[config.mk]
export PLATFORM = sky130hd
export DESIGN_NAME = ps2_key_event_decoder
export DESIGN_NICKNAME = d
export VERILOG_FILES = /design/src/rtl/kbd_pkg.sv /design/src/rtl/kbd_ascii_map.sv /design/src/rtl/ps2_key_event_decoder.sv
export SDC_FILE = /design/constraint.sdc
export NUM_CORES = 1
export LEC_CHECK = 0
export ABC_AREA = 0
export BUFFER_PORTS_ARGS = -buffer_cell sky130_fd_sc_hd__buf_2
export CAP_MARGIN = 0
export CORE_UTILIZATION = 45
export CTS_BUF_LIST = sky130_fd_sc_hd__clkbuf_4 sky130_fd_sc_hd__clkbuf_8
export CTS_CLUSTER_DIAMETER = 50
export DETAILED_ROUTE_END_ITERATION = 7
export PLACE_DENSITY = 0.65
export SLEW_MARGIN = 20
export SYNTH_ARGS = -nofsm -noshare
export SYNTH_HDL_FRONTEND = slang
export SYNTH_SLANG_ARGS = --single-unit
[constraint.sdc]
create_clock -name clk -period 4.9 [get_ports clk]
set_input_delay 0.735 -clock clk [delete_from_list [all_inputs] [get_ports clk]]
set_output_delay 0.735 -clock clk [all_outputs]
set_load 0.005 [all_outputs]
[src/rtl/kbd_pkg.sv]
// Shared scan-code constants, parser states and the queued key-event payload
// for the PS/2 key event decoder.
package kbd_pkg;

  localparam logic [7:0] SC_EXT    = 8'hE0;
  localparam logic [7:0] SC_BRK    = 8'hF0;
  localparam logic [7:0] SC_LSHIFT = 8'h12;
  localparam logic [7:0] SC_RSHIFT = 8'h59;
  localparam logic [7:0] SC_CTRL   = 8'h14;
  localparam logic [7:0] SC_CAPS   = 8'h58;

  typedef enum logic [1:0] {
    S_IDLE,
    S_EXT,
    S_BRK,
    S_EXTBRK
  } parse_state_e;

  typedef struct packed {
    logic [7:0] code;
    logic [7:0] ascii;
    logic       ext;
    logic       brk;
    logic [2:0] mods;
  } kbd_evt_t;

endpackage

[src/rtl/kbd_ascii_map.sv]
// Scan-code set 2 to ASCII lookup. Letters always come out lowercase; the
// shift input only selects the upper symbol of digit and punctuation keys.
module kbd_ascii_map (
  input  logic [7:0] code,
  input  logic       shift,
  output logic [7:0] ascii_c
);

  always_comb begin
    ascii_c = 8'h00;
    case (code)
      8'h1C: ascii_c = 8'h61;
      8'h32: ascii_c = 8'h62;
      8'h21: ascii_c = 8'h63;
      8'h23: ascii_c = 8'h64;
      8'h24: ascii_c = 8'h65;
      8'h2B: ascii_c = 8'h66;
      8'h34: ascii_c = 8'h67;
      8'h33: ascii_c = 8'h68;
      8'h43: ascii_c = 8'h69;
      8'h3B: ascii_c = 8'h6A;
      8'h42: ascii_c = 8'h6B;
      8'h4B: ascii_c = 8'h6C;
      8'h3A: ascii_c = 8'h6D;
      8'h31: ascii_c = 8'h6E;
      8'h44: ascii_c = 8'h6F;
      8'h4D: ascii_c = 8'h70;
      8'h15: ascii_c = 8'h71;
      8'h2D: ascii_c = 8'h72;
      8'h1B: ascii_c = 8'h73;
      8'h2C: ascii_c = 8'h74;
      8'h3C: ascii_c = 8'h75;
      8'h2A: ascii_c = 8'h76;
      8'h1D: ascii_c = 8'h77;
      8'h22: ascii_c = 8'h78;
      8'h35: ascii_c = 8'h79;
      8'h1A: ascii_c = 8'h7A;
      8'h45: ascii_c = shift ? 8'h29 : 8'h30;
      8'h16: ascii_c = shift ? 8'h21 : 8'h31;
      8'h1E: ascii_c = shift ? 8'h40 : 8'h32;
      8'h26: ascii_c = shift ? 8'h23 : 8'h33;
      8'h25: ascii_c = shift ? 8'h24 : 8'h34;
      8'h2E: ascii_c = shift ? 8'h25 : 8'h35;
      8'h36: ascii_c = shift ? 8'h5E : 8'h36;
      8'h3D: ascii_c = shift ? 8'h26 : 8'h37;
      8'h3E: ascii_c = shift ? 8'h2A : 8'h38;
      8'h46: ascii_c = shift ? 8'h28 : 8'h39;
      8'h4E: ascii_c = shift ? 8'h5F : 8'h2D;
      8'h55: ascii_c = shift ? 8'h2B : 8'h3D;
      8'h54: ascii_c = shift ? 8'h7B : 8'h5B;
      8'h5B: ascii_c = shift ? 8'h7D : 8'h5D;
      8'h5D: ascii_c = shift ? 8'h7C : 8'h5C;
      8'h4C: ascii_c = shift ? 8'h3A : 8'h3B;
      8'h52: ascii_c = shift ? 8'h22 : 8'h27;
      8'h0E: ascii_c = shift ? 8'h7E : 8'h60;
      8'h41: ascii_c = shift ? 8'h3C : 8'h2C;
      8'h49: ascii_c = shift ? 8'h3E : 8'h2E;
      8'h4A: ascii_c = shift ? 8'h3F : 8'h2F;
      8'h29: ascii_c = 8'h20;
      8'h5A: ascii_c = 8'h0D;
      8'h66: ascii_c = 8'h08;
      8'h0D: ascii_c = 8'h09;
      8'h76: ascii_c = 8'h1B;
      default: ascii_c = 8'h00;
    endcase
  end

endmodule

[src/rtl/ps2_key_event_decoder.sv]
// PS/2 scan byte parser with modifier tracking, ASCII translation and an
// event FIFO. Define KBD_CAPSLOCK_EN to enable the caps-lock toggle on 0x58.
module ps2_key_event_decoder
  import kbd_pkg::*;
#(
  parameter int unsigned DEPTH        = 8,
  parameter int unsigned REPORT_BREAK = 0,
  parameter int unsigned CNT_W        = $clog2(DEPTH) + 1
) (
  input  logic             clk,
  input  logic             rst,
  input  logic             byte_valid,
  input  logic [7:0]       byte_data,
  output logic             evt_valid,
  input  logic             evt_ready,
  output logic [7:0]       evt_code,
  output logic [7:0]       evt_ascii,
  output logic             evt_ext,
  output logic             evt_brk,
  output logic [2:0]       evt_mods,
  output logic [CNT_W-1:0] count,
  output logic             overflow,
  input  logic             ovf_clr
);

  localparam int unsigned PTR_W = (DEPTH > 1) ? $clog2(DEPTH) : 1;

  parse_state_e state;
  logic lshift, rshift, lctrl, rctrl, caps;
  logic key_c, key_ext_c, key_brk_c;
  logic is_lshift_c, is_rshift_c, is_lctrl_c, is_rctrl_c, is_caps_c, is_mod_c;
  logic lshift_n, rshift_n, lctrl_n, rctrl_n, caps_n, shift_eff, ctrl_eff;
  logic [7:0] base_ascii_c, ascii_c;
  logic is_letter_c, push_c, pop_c, full_c, push_ok_c, drop_c;
  kbd_evt_t evt_c, head;
  kbd_evt_t mem [DEPTH];
  logic [PTR_W-1:0] wr_ptr, rd_ptr;

  // A byte completes a key unless it is a prefix accepted by the current state.
  always_comb begin
    key_c     = 1'b0;
    key_ext_c = 1'b0;
    key_brk_c = 1'b0;
    if (byte_valid) begin
      case (state)
        S_IDLE:   key_c = (byte_data != SC_EXT) && (byte_data != SC_BRK);
        S_EXT:    begin key_c = (byte_data != SC_BRK); key_ext_c = 1'b1; end
        S_BRK:    begin key_c = 1'b1; key_brk_c = 1'b1; end
        default:  begin key_c = 1'b1; key_ext_c = 1'b1; key_brk_c = 1'b1; end
      endcase
    end
  end

  assign is_lshift_c = key_c && !key_ext_c && (byte_data == SC_LSHIFT);
  assign is_rshift_c = key_c && !key_ext_c && (byte_data == SC_RSHIFT);
  assign is_lctrl_c  = key_c && !key_ext_c && (byte_data == SC_CTRL);
  assign is_rctrl_c  = key_c &&  key_ext_c && (byte_data == SC_CTRL);
`ifdef KBD_CAPSLOCK_EN
  assign is_caps_c   = key_c && !key_ext_c && (byte_data == SC_CAPS);
  assign caps_n      = (is_caps_c && !key_brk_c) ? ~caps : caps;
`else
  assign is_caps_c   = 1'b0;
  assign caps_n      = 1'b0;
`endif
  assign is_mod_c = is_lshift_c | is_rshift_c | is_lctrl_c | is_rctrl_c | is_caps_c;

  // Post-update modifier view so an event sees the effect of its own byte.
  assign lshift_n  = is_lshift_c ? !key_brk_c : lshift;
  assign rshift_n  = is_rshift_c ? !key_brk_c : rshift;
  assign lctrl_n   = is_lctrl_c  ? !key_brk_c : lctrl;
  assign rctrl_n   = is_rctrl_c  ? !key_brk_c : rctrl;
  assign shift_eff = lshift_n | rshift_n;
  assign ctrl_eff  = lctrl_n | rctrl_n;

  kbd_ascii_map u_map (
    .code    (byte_data),
    .shift   (shift_eff),
    .ascii_c (base_ascii_c)
  );

  assign is_letter_c = (base_ascii_c >= 8'h61) && (base_ascii_c <= 8'h7A);

  always_comb begin
    ascii_c = base_ascii_c;
    if (key_ext_c)                      ascii_c = 8'h00;
    else if (is_letter_c && ctrl_eff)   ascii_c = base_ascii_c - 8'h60;
    else if (is_letter_c && (shift_eff ^ caps_n)) ascii_c = base_ascii_c - 8'h20;
  end

  always_comb begin
    evt_c.code  = byte_data;
    evt_c.ascii = ascii_c;
    evt_c.ext   = key_ext_c;
    evt_c.brk   = key_brk_c;
    evt_c.mods  = {caps_n, ctrl_eff, shift_eff};
  end

  assign push_c    = key_c && !is_mod_c && (!key_brk_c || (REPORT_BREAK != 0));
  assign pop_c     = evt_valid && evt_ready;
  assign full_c    = (count == CNT_W'(DEPTH));
  assign push_ok_c = push_c && (!full_c || pop_c);
  assign drop_c    = push_c && !push_ok_c;

  // Parser state and modifier flags.
  always_ff @(posedge clk) begin
    if (rst) begin
      state  <= S_IDLE;
      lshift <= 1'b0;
      rshift <= 1'b0;
      lctrl  <= 1'b0;
      rctrl  <= 1'b0;
    end else if (byte_valid) begin
      case (state)
        S_IDLE: begin
          if (byte_data == SC_EXT)      state <= S_EXT;
          else if (byte_data == SC_BRK) state <= S_BRK;
        end
        S_EXT:   state <= (byte_data == SC_BRK) ? S_EXTBRK : S_IDLE;
        default: state <= S_IDLE;
      endcase
      lshift <= lshift_n;
      rshift <= rshift_n;
      lctrl  <= lctrl_n;
      rctrl  <= rctrl_n;
    end
  end

`ifdef KBD_CAPSLOCK_EN
  always_ff @(posedge clk) begin
    if (rst) caps <= 1'b0;
    else     caps <= caps_n;
  end
`else
  assign caps = 1'b0;
`endif

  always_ff @(posedge clk) begin
    if (push_ok_c) mem[wr_ptr] <= evt_c;
  end

  // FIFO pointers, occupancy and sticky overflow; a drop beats ovf_clr.
  always_ff @(posedge clk) begin
    if (rst) begin
      wr_ptr   <= '0;
      rd_ptr   <= '0;
      count    <= '0;
      overflow <= 1'b0;
    end else begin
      if (push_ok_c) wr_ptr <= wr_ptr + PTR_W'(1);
      if (pop_c)     rd_ptr <= rd_ptr + PTR_W'(1);
      case ({push_ok_c, pop_c})
        2'b10:   count <= count + CNT_W'(1);
        2'b01:   count <= count - CNT_W'(1);
        default: count <= count;
      endcase
      if (drop_c)       overflow <= 1'b1;
      else if (ovf_clr) overflow <= 1'b0;
    end
  end

  assign evt_valid = (count != '0);
  assign head      = evt_valid ? mem[rd_ptr] : '0;
  assign evt_code  = head.code;
  assign evt_ascii = head.ascii;
  assign evt_ext   = head.ext;
  assign evt_brk   = head.brk;
  assign evt_mods  = head.mods;

endmodule

# After elaboration in Yosys (flattened, before gate mapping)
# Memories as Yosys holds them, arrays and structs flattened. A register that Yosys moved wholly into a read port is not among the register bits.
# Cells that the tools add are included.
[word_totals]
reg_bits = 17
latchBits = 0
mem_bits_rw = 160
rom_bits = 0
input_bits = 13
output_inout_bits = 27
wordCells = 163
mem_count = 1
[op_classes]
n_addsub = 6
n_mul = 0
div = 0
n_lt_le_gt_ge = 2
eq_ne = 65
n_shift = 0
muxes = 47
bitwise_logic = 5
n_reduce_logical = 28
[memory_table]
columns = ["memory", "words", "width", "read_ports", "rd_clocked_by_memory_dff", "write_ports", "line", "rtl"]
rows = [
  ["mem", 8, 20, 1, 1, 1, "ps2_key_event_decoder.sv:36", "kbd_evt_t mem [DEPTH];"],
]
[op_table]
columns = ["cell", "count"]
rows = [
  ["case mux 8 bit (52 select lines)", 1],
  ["equality test 8 x 6 -> 1 bit, second input constant", 23],
  ["equality test 8 x 7 -> 1 bit, second input constant", 21],
  ["equality test 8 x 5 -> 1 bit, second input constant", 9],
  ["two-way mux 5 bit", 13],
  ["two-way mux 8 bit", 3],
  ["two-way mux 21 bit", 1],
  ["two-way mux 7 bit", 3],
  ["two-way mux 6 bit", 3],
  ["equality test 8 x 4 -> 1 bit, second input constant", 2],
  ["equality test 8 bit, second input constant", 2],
  ["inequality test 8 bit, second input constant", 2],
  ["logical AND 1 bit", 15],
  ["two-way mux 1 bit", 14],
  ["two-way mux 3 bit", 3],
  ["greater-or-equal comparator 8 x 7 -> 1 bit, second input constant", 1],
  ["<= comparator 8 x 7 -> 1 bit, second input constant", 1],
  ["case mux 4 bit (2 select lines)", 1],
  ["subtractor 8 x 6 -> 8 bit, second input constant", 1],
  ["subtractor 8 x 7 -> 8 bit, second input constant", 1],
  ["adder 3 x 1 -> 3 bit, second input constant", 2],
  ["two-way mux 2 bit", 3],
  ["zero test 1 bit", 5],
  ["bitwise OR 1 bit", 5],
  ["other kinds (14)", 18],
]

# Depth between registers and ports, before layout
# Gate-level depths: netlist of run 1.
[depth]
ltp_word = 17
ltp_mapped = 15
mapped_depth_nobuf = 13

# Modules after synthesis
# A second synthesis of run 1 with hierarchy kept.
[unflattened]
cells_unflattened = 634
area_unflattened_um2 = 8849.7
[modules_own_cells]
columns = ["module", "instances", "cells_per_inst", "area_per_inst_um2", "seq_area_each_um2"]
rows = [
  ["ps2_key_event_decoder", 1, 432, 7526.0, 5205.0],
  ["kbd_ascii_map", 1, 202, 1323.8, 0.0],
]

# Worst setup path before layout of run 1
# No wires, ideal clock.
[synth_path]
path_kind = "input to register"
from = "input byte_data[0]"
to = "memory mem[4][0] in the netlist's numbering (enable)"
setup_ns = 0.427
t_arrival_ns = 3.907
setup_slack_ns = 0.567
stages = 11
cell_sequence = "buf_4 buf_4 nor2_1 and3_1 a21oi_1 a21oi_1 nor4b_1 and2_1 clkbuf_1 nand2b_1 nor3b_1"
[synth_between]
elab_chain_len = 15
[synth_lines]
columns = ["item", "line", "rtl"]
rows = [
  ["start, declared", "ps2_key_event_decoder.sv:13", "input logic [7:0] byte_data,"],
  ["inequality test 8 bit, on equally long branches", "ps2_key_event_decoder.sv:46, ps2_key_event_decoder.sv:47", ""],
  ["logical AND 1 bit", "ps2_key_event_decoder.sv:46", "S_IDLE: key_c = (byte_data != SC_EXT) && (byte_data != SC_BRK);"],
  ["case mux 1 bit (2 select lines)", "ps2_key_event_decoder.sv:45", "case (state)"],
  ["two-way mux 1 bit", "ps2_key_event_decoder.sv:44", "if (byte_valid) begin"],
  ["logical AND 1 bit", "ps2_key_event_decoder.sv:54, ps2_key_event_decoder.sv:55, ps2_key_event_decoder.sv:56", ""],
  ["logical AND 1 bit, on equally long branches", "ps2_key_event_decoder.sv:54, ps2_key_event_decoder.sv:55", ""],
  ["bitwise OR 1 bit (3 in a row)", "ps2_key_event_decoder.sv:65", "assign is_mod_c = is_lshift_c | is_rshift_c | is_lctrl_c | is_rctrl_c | is_caps_c;"],
  ["zero test 1 bit", "ps2_key_event_decoder.sv:98", "assign push_c = key_c && !is_mod_c && (!key_brk_c || (REPORT_BREAK != 0));"],
  ["logical AND 1 bit (*) (2 in a row)", "ps2_key_event_decoder.sv:98", ""],
  ["logical AND 1 bit (*)", "ps2_key_event_decoder.sv:101", "assign push_ok_c = push_c && (!full_c || pop_c);"],
  ["two-way mux 1 bit (*)", "ps2_key_event_decoder.sv:138", "if (push_ok_c) mem[wr_ptr] <= evt_c;"],
  ["two-way mux 1 bit (implied by the code) (*)", "ps2_key_event_decoder.sv:138", ""],
  ["end, declared", "ps2_key_event_decoder.sv:36", ""],
]
# Mark *: on every way between the ends. The rest lies on a longest branch, timed or not.

# Final worst setup path of run 1
[layout_path]
from = "input byte_data[1]"
to = "memory mem[7][10] in the netlist's numbering (data pin)"
[layout_between]
elab_chain_len = 16
[layout_lines]
columns = ["item", "line", "rtl"]
rows = [
  ["inequality test 8 bit, on equally long branches", "ps2_key_event_decoder.sv:46, ps2_key_event_decoder.sv:47", ""],
  ["logical AND 1 bit", "ps2_key_event_decoder.sv:46", ""],
  ["case mux 1 bit (2 select lines)", "ps2_key_event_decoder.sv:45", ""],
  ["two-way mux 1 bit", "ps2_key_event_decoder.sv:44", ""],
  ["logical AND 1 bit", "ps2_key_event_decoder.sv:54, ps2_key_event_decoder.sv:55, ps2_key_event_decoder.sv:56", ""],
  ["logical AND 1 bit, on equally long branches", "ps2_key_event_decoder.sv:54, ps2_key_event_decoder.sv:55", ""],
  ["two-way mux 1 bit, on equally long branches", "ps2_key_event_decoder.sv:68, ps2_key_event_decoder.sv:69", ""],
  ["bitwise OR 1 bit", "ps2_key_event_decoder.sv:72", "assign shift_eff = lshift_n | rshift_n;"],
  ["two-way mux 3 bit, or another cell as far along", "kbd_ascii_map.sv:54", "8'h52: ascii_c = shift ? 8'h22 : 8'h27;"],
  ["case mux 8 bit (52 select lines)", "kbd_ascii_map.sv:11", "case (code)"],
  ["greater-or-equal comparator 8 x 7 -> 1 bit / <= comparator 8 x 7 -> 1 bit (equally long branches)", "ps2_key_event_decoder.sv:81", "assign is_letter_c = (base_ascii_c >= 8'h61) && (base_ascii_c <= 8'h7A);"],
  ["logical AND 1 bit", "ps2_key_event_decoder.sv:81", ""],
  ["logical AND 1 bit", "ps2_key_event_decoder.sv:87", "else if (is_letter_c && (shift_eff ^ caps_n)) ascii_c = base_ascii_c - 8'h20;"],
  ["two-way mux 8 bit", "ps2_key_event_decoder.sv:87", ""],
  ["two-way mux 8 bit (*)", "ps2_key_event_decoder.sv:86", "else if (is_letter_c && ctrl_eff) ascii_c = base_ascii_c - 8'h60;"],
  ["two-way mux 8 bit (*)", "ps2_key_event_decoder.sv:85", "if (key_ext_c) ascii_c = 8'h00;"],
  ["named net ascii_c[6]", "ps2_key_event_decoder.sv:33", "logic [7:0] base_ascii_c, ascii_c;"],
]
# The timed path passes the listed nets; every way through them passes the cells marked *.

==> results of run 1 <==
worst min-delay path, cell delays in order (launching register included):
cell and delay, ns:
dfxtp_1 0.32, nand2_1 0.05, a21oi_1 0.07
cells in the final DEF (no fill, tap or decap), types with 4 or more instances in the layout:
master      count
xor2_1          6
nand4bb_1       5
edfxtp_1      160
nand4_1         5
ha_1            6
buf_2          38
nor3_1         11
a22oi_1         4
mux4_2         40
o22ai_1         5
clkbuf_8       17
buf_4          25
o211ai_1        5
dfxtp_1        18
nand3b_1        8
o21ai_0        11
nor3b_2         4
nor4bb_1        4
nand3_1        11
nor3b_1         6
nor4b_1         4
and3b_1         4
nand2b_1        9
nor2b_1        10
clkinvlp_4      4
mux2i_1        22
a311oi_1        6
nor2_1         56
a21oi_1        25
inv_1          12
inv_8           4
nand2_1        21
final timing paths:
| path | depth (start not counted) | startpoint | slack (ns) | end |
|---|---|---|---|---|
| hold / removal | 2 | rd_ptr[1] | 0.49 | flop |
| hold reg to reg | 2 | rd_ptr[1] | 0.49 | flop |
| setup reg to reg | 10 | state[0] | 1.30 | mem[7][10] |
| setup / recovery | 12 | byte_data[1] | 0.80 | mem[7][10] |
cells by family after synthesis:
family                   after synthesis  share of synthesized area, %
flip-flops                           180                          59.9
adder cells (fa/ha/maj)                7                          1.09
XOR/XNOR                               9                         0.907
multiplexers                          64                          13.2
other                                  1                        0.0431
AO/OA/AOI/OAI                         99                          8.13
buffers and inverters                 61                          3.76
AND/OR/NAND/NOR                      192                          13.0
routing by layer:
layer	wire, um	track usage [%]	vias to the layer above
li1	-	-	2483
met1	8720	28.6	2784
met2	9620	33.9	202
met3	1060	4.52	26
met4	378	6.86	0
met5	0	0	-
cell usage after synthesis, types with 10 or more instances:
master	n
nand3_1	11
nor2_1	58
nor3b_1	10
nor2b_1	10
nand2_1	21
o21ai_0	11
edfxtp_1	160
mux2i_1	22
buf_2	12
inv_1	12
dfxtp_1	20
a21oi_1	25
mux4_2	40
clkbuf_1	16
nor3_1	13
buf_4	10
report_power, final:
group / internal (mW) / total [mW] / switching, mW / leakage, nW
clock network: 0.380 / 0.932 / 0.552 / 0.178
registers: 1.75 / 1.86 / 0.108 / 1.64
logic: 0.455 / 0.937 / 0.482 / 1.33
total: 2.59 / 3.73 / 1.14 / 3.15
registers in the layout, summed over array words and instances (netlist names), named ones only:
| name | count |
|---|---|
| lshift | 1 |
| overflow | 1 |
| state | 2 |
| lctrl | 1 |
| rshift | 1 |
| mem | 160 |
| count | 4 |
| rd_ptr | 3 |
| wr_ptr | 3 |
| rctrl | 1 |
area by class of cell:
class	instances	area (sq um)	area share (%)
Sequential cell	180	5210	54.7
Multi-Input combinational cell	372	3200	33.6
Timing Repair Buffer	63	378	3.97
Tap cell	260	325	3.41
Clock buffer	19	249	2.61
Clock inverter	13	115	1.21
Inverter	12	45.0	0.473
metrics by stage:
step                      instances  hold slack (ns)
final                           919            0.491
after global routing            919            0.513
after CTS                       919            0.493
after detailed placement        887            0.479
after global placement          887            0.456
after floorplan                 613            0.454
==> impl_metrics.tcl, run 1 <==
set metrics [dict create \
    drive_above_1_share_pct 25.0 \
    leakage_nw 3.15 \
    ctsResizeCount 0 \
    fin_ws_ns 0.799 \
    num_vias 5495 \
    yosysTopAreaCellShare_pct 55.3 \
    status "complete, no violations" \
    ios 40 \
    first_global_vias 5531 \
    hold_buffers 0 \
    netlist_instances 613 \
    crit_path_end_kind "flop" \
    min_period_over_period_pct 83.7 \
    p_per_area_nw_per_um2 391 \
    crit_required_ns 5.17 \
    synth_edf_count 160 \
    grt_pass1_wl_um 31200 \
    globalplace.congestion 0.940 \
    stdcell_area_sq_um 9530 \
    crit_top_cell "a211o_1" \
    maxSlewViolCount 0 \
    dieArea_sq_um 19900 \
    cts_inserted_buffers 17 \
    syn_avg_cell_area_sq_um 14.2 \
    nFillCells 1603 \
    ant_nets 0 \
    yosysSeqAreaShare_pct 59.9 \
    first_pass_iters 6 \
    crit_fanout 30 \
    grt_setup_unrepaired "false" \
    period_minus_slack_ns 4.10 \
    drt_iter0_drc 565 \
    final_util_pct 50.6 \
    hpwl_um 12600 \
    cp.arrival_ns 4.37 \
    peakVddDrop_uv 450 \
    slowest_delay_ns 0.57 \
    synth.area.top_cells "edfxtp_1, mux4_2, dfxtp_1, mux2i_1, nor2_1" \
    crit_chain "buf_2 -> or4b_1 -> o22ai_2 -> a211o_2 -> and2_1 -> o21ai_0 -> a211o_1 -> inv_1 -> ha_1 -> or4_1 -> o31ai_1 -> a211o_1" \
    grt_start_max_net_pins 41 \
    die_height_um 141 \
    cts_tree "yes" \
    vias_per_cell 5.98 \
    finalSetupViolations 0 \
    core_area_sq_um 18800 \
    grt.overflow.total 0 \
    io_buffers 38 \
    hold_viol 0 \
    setup_tns_ns 0 \
    syn_area_sq_um 8690 \
    finalNetCount 666 \
    drc 0 \
    synth_top_area_cell "edfxtp_1" \
    clockRootBuffer "clkbuf_8" \
    max_freq_mhz 244 \
    maxSlewHeadroom_pct 45.0 \
    ys.flop_type "edfxtp_1" \
    place_ws_ns 0.411 \
    drt-total-wl_um 19800 \
    async_reset_ff_share_pct 0 \
    n_antenna_cell 0 \
    dpl-instance-area_sq_um 9160 \
    maxCapViolCount 0 \
    antenna_found_initial 0 \
    path_buf_inv 2 \
    clk-insertion-delay-late_ns 0.44 \
    clock_sinks 180 \
    clock_path_buffers 2 \
    yosysWarnings 0 \
    cp-start-kind "primary input" \
    syn2layout_area_growth_pct 9.57 \
    row_count 50 \
    finClkSkew_ns 0.00794 \
    fp.dieW_um 141 \
    clk_pin_slew_ns 0.09 \
    grt_use_total_pct 21.1 \
    synth.distinct_cells 80 \
    hp-class "flop to flop" \
    syn_nets 633 \
    initial_core_util_pct 46.2 \
    wire_per_inst_um 21.5 \
    fin_total_pwr_mw 3.73 \
    worst_pin_slew_ns 0.814 \
    worst_path_dominant_cell_family "simple AND/OR/NAND/NOR gates" \
    post_cts_buffers 0 \
    htreeDepth 4 \
    ys_ff_latch 180 \
    worstSetupPathType "primary input to flop" \
    slowest_stage "or4b_1" \
]
No activity file was read; power rests on OpenSTA's default activity.
==> run 2, diff against run 1 <==
PLACE_DENSITY = 0.68   (was 0.65)
clock period = 3.5 ns   (was 4.9 ns; I/O delays follow)
==> run 2 against run 1 <==
  * Worst hold slack got worse by 0.16 ns
  * Clock skew rose by 0.013 ns
  * First-iteration DRC count fell by 35%
  * Global-route usage rose by 1.3 points
  * Setup slack got worse by 0.63 ns
  * Flip-flop and latch count did not move
  * Clock-buffer cell count fell by 2
  * Wire length rose by 7.1%
  * Sequential power rose by 37%
  * Critical path type unchanged
  * Largest power group unchanged
  * Cell area rose by 11%
  * Combinational power rose by 59%
==> impl_metrics.tcl, run 2 (synthesized netlist as in run 1, its figures left out) <==
set metrics [dict create \
    status "complete, no violations" \
    min_period_over_period_pct 95.2 \
    slowest_delay_ns 0.72 \
    vias_per_cell 5.68 \
    cp.arrival_ns 3.60 \
    core_area_sq_um 18800 \
    ios 40 \
    num_vias 5826 \
    row_count 50 \
    maxSlewHeadroom_pct 58.7 \
    ant_nets 0 \
    leakage_nw 3.72 \
    crit_fanout 8 \
    grt.overflow.total 0 \
    crit_path_end_kind "flop" \
    seqPwrFrac_pct 46.3 \
    setup_tns_ns 0 \
    grt_setup_unrepaired "false" \
    max_freq_mhz 300 \
    die_height_um 141 \
    hpwl_um 14700 \
    reg_top3 "mem (160), count (4)" \
    first_global_vias 5921 \
    clock_sinks 180 \
    gr-max-usage-layer "met2" \
    fin_total_pwr_mw 5.48 \
    clock_path_buffers 2 \
    wire_per_inst_um 20.6 \
    largest_reg_flops 160 \
    grtUsageMet3_pct 3.70 \
    period_minus_slack_ns 3.33 \
    grt_start_max_net_pins 41 \
    antenna_found_initial 0 \
    clk-insertion-delay-late_ns 0.46 \
    io_buffers 38 \
    crit_required_ns 3.77 \
    fp.dieW_um 141 \
    globalplace.congestion 0.928 \
    worst_pin_slew_ns 0.605 \
    mostFrequentLayoutCell "edfxtp_1" \
    grt_pass1_wl_um 32900 \
    grtUsageMet2_pct 38.8 \
    grt_use_met1_pct 28.7 \
    cts_tree "yes" \
    n_antenna_cell 0 \
    cts_inserted_buffers 17 \
    worstSetupPathType "primary input to flop" \
    drc 0 \
    crit_top_cell "buf_4" \
    drt_iter0_drc 369 \
    cp-start-kind "primary input" \
    hold_buffers 0 \
    maxSlewViolCount 0 \
    crit_chain "buf_2 -> buf_4 -> or4b_2 -> buf_4 -> o32ai_2 -> nor2_1 -> buf_4 -> o2111ai_1 -> a211o_1 -> inv_1 -> ha_1 -> or4_1 -> o31ai_1 -> a211o_1" \
    reg2reg_slack_ns 0.52 \
    p_per_area_nw_per_um2 518 \
    syn2layout_area_growth_pct 21.7 \
    finalSetupViolations 0 \
    hold_viol 0 \
    clockRootBuffer "clkbuf_8" \
    swShare_pct 29.8 \
    grt_use_total_pct 22.4 \
    maxCapViolCount 0 \
    internal-power_mw 3.85 \
    dieArea_sq_um 19900 \
    regMostFlops "mem" \
    p_comb_share_pct 27.2 \
    final_cell_mix "edfxtp_1, buf_4, nor2_1, mux4_2, buf_2" \
    first_pass_iters 4 \
    initial_core_util_pct 46.2 \
    finalNetCount 773 \
    finClkSkew_ns 0.0213 \
    drive_above_1_share_pct 36.2 \
    nFillCells 1548 \
    p_sw_mw 1.64 \
    peakVddDrop_uv 333 \
    hp-class "primary input to flop" \
    clkPwrFrac_pct 26.5 \
    clk_pin_slew_ns 0.10 \
    slowest_stage "or4b_2" \
    htreeDepth 4 \
    drt-total-wl_um 21200 \
]
## run 2: cell count changes in the layout (fill, tap and decap cells not counted), sizes merged
| cell | delta |
|---|---|
| buf | +107 |
| clkbuf | -2 |
| clkinvlp | -2 |
| clkinv | +2 |
| bufinv | +2 |
## run 2: power by group through the flow
stage          Sequential [mW]  Combinational (mW)  Clock (mW)
5_1_grt                   2.55                1.63        1.57
4_1_cts                   2.54                1.52        1.48
2_1_floorplan             2.54               0.956           0
3_3_place_gp              2.58                1.48           0
6_report                  2.54                1.49        1.45
3_5_place_dp              2.59                1.51           0
## run 2: metal layers
| layer | part of all wire [%] | vias to the layer above |
|---|---|---|
| met2 | 51 | 155 |
| met5 | 0 | - |
| met1 | 43 | 2941 |
| met4 | 2.0 | 0 |
| met3 | 3.9 | 32 |
| li1 | - | 2698 |
## run 2: repair_timing
item,in CTS,in global routing
setup buffers,0,0
gates resized for setup,0,5
endpoints found under the setup margin,0,16
## run 2: critical path, delay by kind of cell
| family | cells | cell delay, ns |
|---|---|---|
| adders and majority gates | 1 | 0.29 |
| buffers and inverters | 5 | 0.69 |
| and+or+nand+nor | 3 | 1.35 |
| AOI/OAI and AO/OA | 5 | 0.75 |
## run 2: per-stage QoR
step | hold slack (ns) | instance area [sq um] | setup WS (ns) | instances | util [%]
after CTS | 0.305 | 10600 | 0.0567 | 1026 | 56.0
final | 0.334 | 10600 | 0.170 | 1026 | 56.2
after global routing | 0.309 | 10600 | 0.0152 | 1026 | 56.2
after detailed placement | 0.478 | 10100 | -0.428 | 994 | 53.8
after global placement | 0.469 | 10100 | -0.309 | 994 | 53.8
after floorplan | 0.454 | 8720 | 0.0379 | 613 | -
## run 2: final timing paths
check	startpoint	depth (start not counted)	to
max	byte_data[4]	14	mem[4][10]
min	ovf_clr	3	overflow
max reg2reg	state[0]	11	mem[4][10]
min reg2reg	overflow	2	overflow
## run 2: final cells by class
cell class	count	area [sq um]	share of cell area, %
inverter	12	45.0	0.426
clock buffer	17	234	2.21
clock inverter	15	190	1.80
sequential	180	5210	49.2
tap	260	325	3.07
multi-input combinational	372	3270	30.9
timing repair buffer	170	1310	12.3
==> run 3, diff against run 2 <==
CORE_MARGIN = 3   (was unset)
PLACE_DENSITY = 0.7   (was 0.68)
==> run 3 against run 2 <==
  * Largest cell class unchanged
  * Critical path depth unchanged
  * Die area increased by 5.8%
  * Wire length increased by 0.63%
  * Sequential share of layout area about the same
  * Combinational power about the same
  * Global-route usage decreased by 1.6 points
  * Cell count decreased by 0.39%
  * Critical endpoint unchanged
  * Setup slack improved by 0.012 ns
  * Via count increased by 0.58%
  * Cell area about the same
  * Clock power increased by 5%
==> impl_metrics.tcl, run 3 (synthesized netlist as in run 1, its figures left out) <==
set metrics [dict create \
    finClkSkew_ns 0.0138 \
    clk-insertion-delay-late_ns 0.46 \
    crit_top_cell "a211o_1" \
    p_per_area_nw_per_um2 525 \
    initial_core_util_pct 46.2 \
    ant_nets 0 \
    internal-power_mw 3.98 \
    worst_pin_slew_ns 0.883 \
    ios 40 \
    largest_reg_flops 160 \
    status "complete, no violations" \
    syn2layout_area_growth_pct 21.7 \
    hpwl_um 14900 \
    setup_tns_ns 0 \
    cp-start-kind "primary input" \
    clock_path_buffers 2 \
    reg_top3 "mem (160), count (4)" \
    slowest_delay_ns 0.59 \
    finalSetupViolations 0 \
    vias_per_cell 5.73 \
    clockRootBuffer "clkbuf_8" \
    grt_pass1_wl_um 34100 \
    max_freq_mhz 301 \
    p_sw_mw 1.58 \
    antenna_found_initial 0 \
    worstSetupPathType "primary input to flop" \
    globalplace.congestion 1.03 \
    regMostFlops "mem" \
    crit_chain "buf_2 -> buf_12 -> or4b_4 -> nor3_2 -> nor3_1 -> o21ai_0 -> nand2b_1 -> a21o_1 -> a211o_1 -> inv_1 -> ha_1 -> or4_1 -> o31ai_1 -> a211o_1" \
    first_pass_iters 5 \
    min_period_over_period_pct 94.8 \
    slowest_stage "or4b_4" \
    cp.arrival_ns 3.60 \
    grt_start_max_net_pins 24 \
    htreeDepth 4 \
    peakVddDrop_uv 261 \
    wire_per_inst_um 20.9 \
    seqCellArea_sq_um 5210 \
    first_global_vias 5991 \
    mostFrequentLayoutCell "edfxtp_1" \
    crit_required_ns 3.78 \
    die_height_um 145 \
    dpl-instance-area_sq_um 10100 \
    multi_input_area_sq_um 3270 \
    hold_viol 0 \
    drt_iter0_drc 482 \
    final_cell_mix "edfxtp_1, buf_4, nor2_1, mux4_2, buf_2" \
    core_area_sq_um 18800 \
    n_antenna_cell 0 \
    hp-class "primary input to flop" \
    cts_tree "yes" \
    maxSlewHeadroom_pct 41.1 \
    p_comb_share_pct 26.3 \
    crit_fanout 19 \
    drc 0 \
    finalNetCount 769 \
    clk_pin_slew_ns 0.09 \
    seqPwrFrac_pct 46.4 \
    maxCapViolCount 0 \
    fp.dieW_um 145 \
    period_minus_slack_ns 3.32 \
    cts_inserted_buffers 17 \
    clock_sinks 180 \
    leakage_nw 3.72 \
    grt.overflow.total 0 \
    nFillCells 1541 \
    num_vias 5860 \
    hold_buffers 0 \
    fin_total_pwr_mw 5.56 \
    swShare_pct 28.4 \
    grt_use_total_pct 20.8 \
    drt-total-wl_um 21300 \
    maxSlewViolCount 0 \
    drive_above_1_share_pct 36.0 \
    stdcell_area_sq_um 10600 \
    io_buffers 38 \
    crit_path_end_kind "flop" \
    row_count 50 \
    clkPwrFrac_pct 27.3 \
    grt_setup_unrepaired "false" \
    dieArea_sq_um 21000 \
]
-- run 3: changes by cell type in the layout (fill, tap and decap cells not counted), sizes merged --
cell / delta
clkbuf: +1
bufinv: +2
inv: -3
buf: -4
-- run 3: worst max-delay path, delay by kind of cell --
kind	cells	cell delay, ns
AOI/OAI and AO/OA	5	0.75
adders and majority gates	1	0.28
buffers and inverters	3	0.37
and+or+nand+nor	5	1.65
-- run 3: worst paths after layout --
check	start	endpoint	slack, ns	cells past startpoint
setup / recovery	byte_data[4]	mem[4][10]	0.18	14
hold reg to reg	overflow	overflow	0.51	2
hold / removal	ovf_clr	overflow	0.34	3
setup reg to reg	state[0]	mem[4][10]	0.54	10
-- run 3: final cells by class --
cell class / count / share of cell area, %
clock buffers: 18 / 2.28
clock inverters: 14 / 1.89
inverters: 12 / 0.426
multi-input cells: 372 / 30.9
flip-flops and latches: 180 / 49.2
well taps: 260 / 3.07
repair buffers: 166 / 12.2
-- run 3: per-stage QoR --
step	hold WS (ns)	setup slack, ns	utilization, %	instances
6_report	0.335	0.181	56.2	1022
5_1_grt	0.342	0.0196	56.2	1022
4_1_cts	0.313	0.0450	56.0	1021
3_5_place_dp	0.492	-0.478	53.6	989
3_3_place_gp	0.463	-0.478	53.6	989
2_1_floorplan	0.454	0.0379	-	613
-- run 3: layer usage --
layer | GRT usage [%] | share of wire [%] | vias up
met5 | 0 | 0 | -
li1 | - | - | 2683
met4 | 8.17 | 2.9 | 0
met3 | 3.28 | 5.0 | 41
met2 | 34.9 | 50 | 179
met1 | 27.3 | 42 | 2957
-- run 3: repair_timing --
action | 4_1_cts | 5_1_grt
endpoints found under the setup margin | 8 | 16
pin swaps | 0 | 2
gates resized for setup | 1 | 5
buffers inserted | 0 | 1
-- run 3: power by group through the flow --
stage          logic (mW)  registers, mW  clock network (mW)
2_1_floorplan       0.956           2.54                   0
5_1_grt              1.60           2.60                1.64
6_report             1.46           2.58                1.52
3_3_place_gp         1.44           2.62                   0
3_5_place_dp         1.48           2.63                   0
4_1_cts              1.48           2.58                1.55
